$ cat config.mk
export PLATFORM = sky130hd
export DESIGN_NAME = bus_arbiter
export DESIGN_NICKNAME = d
export VERILOG_FILES = /design/src/rtl/bus_arbiter.sv
export SDC_FILE = /design/constraint.sdc
export NUM_CORES = 1
export LEC_CHECK = 0
export ABC_AREA = 1
export CELL_PAD_IN_SITES_DETAIL_PLACEMENT = 0
export CELL_PAD_IN_SITES_GLOBAL_PLACEMENT = 1
export CORE_UTILIZATION = 28
export CTS_CLUSTER_SIZE = 12
export DETAILED_ROUTE_END_ITERATION = 10
export MAX_ROUTING_LAYER = met4
export PLACE_DENSITY_LB_ADDON = 0.15
export SYNTH_ARGS = -nofsm -noshare
export SYNTH_HDL_FRONTEND = slang
export SYNTH_SLANG_ARGS = --single-unit
$ cat constraint.sdc
create_clock -name clk -period 1.7 [get_ports clk]
set_input_delay 0.34 -clock clk [delete_from_list [all_inputs] [get_ports clk]]
set_output_delay 0.34 -clock clk [all_outputs]
set_load 0.05 [all_outputs]
$ cat src/rtl/bus_arbiter.sv
// KS-10 backplane bus arbiter: one-hot grant, bus request, ack/NXM return, locked RMW hold.
// Define BUSARB_RR_EN for round-robin arbitration; fixed priority (lowest index wins) otherwise.
module bus_arbiter #(
  parameter int NREQ    = 4,
  parameter int TIMEOUT = 15
) (
  input  logic            clk,
  input  logic            rst,
  input  logic [NREQ-1:0] reqI,
  input  logic [NREQ-1:0] lockI,
  output logic [NREQ-1:0] gntO,
  output logic            busREQO,
  input  logic            busACKI,
  output logic [NREQ-1:0] ackO,
  output logic [NREQ-1:0] nxmO,
  output logic            nxmINTR,
  output logic            busyO
);
  localparam int TW = $clog2(TIMEOUT + 1);
  localparam logic [NREQ-1:0] ONE = NREQ'(1);

  typedef enum logic [1:0] {IDLE, BUSY, HOLD} state_t;

  state_t          state, state_nxt;
  logic [NREQ-1:0] gnt, gnt_nxt, win, ack, nxm;
  logic [TW-1:0]   timer, timer_nxt;
  logic            owner_req, owner_lock;

  assign owner_req  = |(reqI & gnt);
  assign owner_lock = |(lockI & gnt);

`ifdef BUSARB_RR_EN
  localparam logic [NREQ-1:0] LAST_RST = {1'b1, {(NREQ-1){1'b0}}};
  logic [NREQ-1:0] last;

  // One-hot pointer to the last winner; search begins one position above it.
  always_comb begin
    logic [NREQ-1:0] cand;
    win  = '0;
    cand = {last[NREQ-2:0], last[NREQ-1]};
    for (int i = 0; i < NREQ; i++) begin
      if (win == '0 && (reqI & cand) != '0) win = cand;
      cand = {cand[NREQ-2:0], cand[NREQ-1]};
    end
  end

  always_ff @(posedge clk) begin
    if (!rst)                           last <= LAST_RST;
    else if (state == IDLE && reqI != '0) last <= win;
  end
`else
  always_comb begin
    logic [NREQ-1:0] cand;
    win  = '0;
    cand = ONE;
    for (int i = 0; i < NREQ; i++) begin
      if (win == '0 && (reqI & cand) != '0) win = cand;
      cand = cand << 1;
    end
  end
`endif

  always_ff @(posedge clk) begin
    if (!rst) begin
      state <= IDLE;
      gnt   <= '0;
      timer <= '0;
    end else begin
      state <= state_nxt;
      gnt   <= gnt_nxt;
      timer <= timer_nxt;
    end
  end

  always_comb begin
    state_nxt = state;
    gnt_nxt   = gnt;
    timer_nxt = timer;
    ack       = '0;
    nxm       = '0;
    case (state)
      IDLE: begin
        gnt_nxt = '0;
        if (reqI != '0) begin
          gnt_nxt   = win;
          timer_nxt = TW'(TIMEOUT);
          state_nxt = BUSY;
        end
      end
      BUSY: begin
        // Acknowledge takes precedence over an expiring timer.
        if (busACKI) begin
          ack = gnt;
          if (owner_lock) begin
            state_nxt = HOLD;
          end else begin
            state_nxt = IDLE;
            gnt_nxt   = '0;
          end
        end else if (timer == TW'(1)) begin
          nxm       = gnt;
          state_nxt = IDLE;
          gnt_nxt   = '0;
        end else begin
          timer_nxt = timer - TW'(1);
        end
      end
      HOLD: begin
        if (owner_req) begin
          timer_nxt = TW'(TIMEOUT);
          state_nxt = BUSY;
        end else if (!owner_lock) begin
          state_nxt = IDLE;
          gnt_nxt   = '0;
        end
      end
      default: begin
        state_nxt = IDLE;
        gnt_nxt   = '0;
      end
    endcase
  end

  // A cycle being aborted by reset reports neither ack nor NXM.
  assign ackO    = ack & {NREQ{rst}};
  assign nxmO    = nxm & {NREQ{rst}};
  assign nxmINTR = |nxmO;
  assign gntO    = gnt;
  assign busREQO = (state == BUSY);
  assign busyO   = (state != IDLE);
endmodule

==> impl_metrics.json <==
{
  "routed_wirelength_um": 2260,
  "crit_required_ns": 1.36,
  "status": "finished, violations left",
  "drtPass1Iterations": 3,
  "netlist_area_um2": 756,
  "final_max_slew_viol_count": 0,
  "hold_class": "reg -> reg",
  "drive_gt1_share_pct": 38.5,
  "grt_pass1_vias": 845,
  "power_density_nw_per_um2": 568,
  "ys.warnings.count": 0,
  "drv_cap": 0,
  "finalInstanceArea_um2": 1410,
  "yosys-top-cells-count": "49 x nand2_1, 17 x nor2_1, 15 x nand3_1, 13 x inv_1, 10 x dfxtp_1",
  "tns_ns": -0.0202,
  "ys.flop_type": "dfxtp_1",
  "row_count": 18,
  "ant_nets": 0,
  "netlist.area_leader.share_pct": 26.5,
  "clk_path_buf_depth": 2,
  "hpwl_um": 1750,
  "portBuffers": 25,
  "ir_drop_v": 0.000390,
  "area_growth_pct": 86.6,
  "grt_max_degree": 13,
  "cts_buffers": 3,
  "die_h_um": 54.0,
  "grt_pass1_wl_um": 3530,
  "viasPerCell": 4.59,
  "synth_edf_count": 0,
  "vias": 937,
  "place.gp.congestion": 0.772,
  "clock_latency_ns": 0.27,
  "grt_overflow": 0,
  "rsz0062_at_grt": "true",
  "clock-root-buffer": "clkbuf_4",
  "cts_hold_buffers": 0,
  "start_kind": "input port",
  "crit_type": "in -> out",
  "diodes": 0,
  "slew-limit-headroom_pct": 74.9,
  "wl_per_cell_um": 11.1,
  "drc": 0,
  "finalWorstPathRequiredPeriod_ns": 1.72,
  "nFillCells": 255,
  "clkTransAtPathRegs_ns": 0.07,
  "syn_avg_cell_area_um2": 5.68,
  "cts.sinks": 10,
  "crit_arrival_ns": 1.38,
  "die_w_um": 54.0,
  "hold_slack_ns": 0.495,
  "die_area_um2": 2910,
  "synth_cells": 133,
  "synth_nets": 146,
  "placed_area_um2": 1280,
  "max_freq_mhz": 581,
  "yosys.area.top_type": "dfxtp_1",
  "finalHoldViolations": 0,
  "io_pins": 26,
  "violations": "setup timing",
  "yosys.cell_types.count": 18,
  "power_leakage_nw": 0.652,
  "h-tree-depth": 1,
  "antenna_found_initial": 0,
  "endpoint_kind": "output port",
  "cts_tree": "built",
  "cp_max_fo": 7,
  "period_share_pct": 101,
  "synth_most_common_cell": "nand2_1",
  "ys_seq_elements": 10,
  "setup_ws_ns": -0.0202,
  "core_area_um2": 2520,
  "finalPower_mw": 0.801,
  "synth_area_leaders": "dfxtp_1 26%, nand2_1 24%, nand3_1 9.9%",
  "fin_nets": 188,
  "grt_use_total_pct": 17.8,
  "setup-violations-final": 1,
  "initial_utilization_pct": 30.0,
  "drt_iter0_markers": 7,
  "skew_ns": 0.00800,
  "worst_pin_slew_ns": 0.376,
  "ys_seq_area_share_pct": 26.5,
  "synthArstFlopShare_pct": 0
}
-- flip-flops by register name (all words and copies together), names as in the netlist --
register and count:
gntO 4, state 2, timer 4
-- cells in the final DEF (no fill, tap or decap), drive strengths merged --
master         count
clkbuf             4
nand3             15
nand4              5
ha                 2
nor2              20
dlygate4sd2        2
buf               28
nand3b             1
inv               17
o21ai              2
a21oi              8
clkdlybuf4s50      8
dfxtp             10
nand2             50
or2                1
and2               1
-- area by class of cell --
cell class,instances,area (um^2),area share (%)
inverter,17,66.3,4.70
multi-input combinational,105,563,39.9
tap,30,37.5,2.66
timing repair buffer,38,495,35.1
clock buffer,4,36.3,2.57
sequential,10,211,15.0
-- timing repair --
| item | 4_1_cts | 5_1_grt |
|---|---|---|
| setup buffers | 3 | 0 |
| pin swaps | 5 | 2 |
| endpoints found under the setup margin | 9 | 9 |
| resized for setup | 21 | 5 |
| endpoints found under the hold margin | 0 | 0 |
-- report_power, final --
part	leakage, nW	internal [mW]	switching, mW
Combinational	0.546	0.134	0.165
Clock	0.0210	0.130	0.0908
Sequential	0.0851	0.257	0.0248
Total	0.652	0.521	0.280
-- layer usage --
metal	up-vias	global-route usage, %	wire (um)
li1	506	-	-
met1	409	19.6	965
met2	18	31.3	1180
met3	4	3.39	90
met4	0	6.58	27
met5	-	-	0
-- per-stage QoR --
step | utilization (%) | worst slack (ns) | instances
2_1_floorplan | - | -0.231 | 133
3_3_place_gp | 50.9 | -0.223 | 197
3_5_place_dp | 50.9 | -0.286 | 197
4_1_cts | 55.6 | -0.0379 | 204
5_1_grt | 55.9 | -0.0770 | 204
6_report | 55.9 | -0.0202 | 204
-- critical path, stage by stage --
cell and delay, ns:
dlygate4sd2_1 0.32, inv_2 0.09, nand2_2 0.06, nor2_4 0.15, nand3_2 0.09, nand4_1 0.16, buf_12 0.15
-- path summary, 6_finish.rpt --
path | slack, ns | start | depth (start not counted) | end
worst max-delay path | -0.02 | busACKI | 7 | nxmINTR
worst min-delay path | 0.50 | timer[3] | 2 | timer[3]
worst max register to register | 0.28 | gntO[3] | 7 | gntO[0]
worst min register to register | 0.50 | timer[3] | 2 | timer[3]
-- cells by family after synthesis --
family	synth area share, %
AO/OA/AOI/OAI	7.12
adder cells (fa/ha/maj)	3.31
buffers and inverters	8.94
AND/OR/NAND/NOR	54.1
flip-flops	26.5
Note: power is estimated with default switching activity, not from simulation.
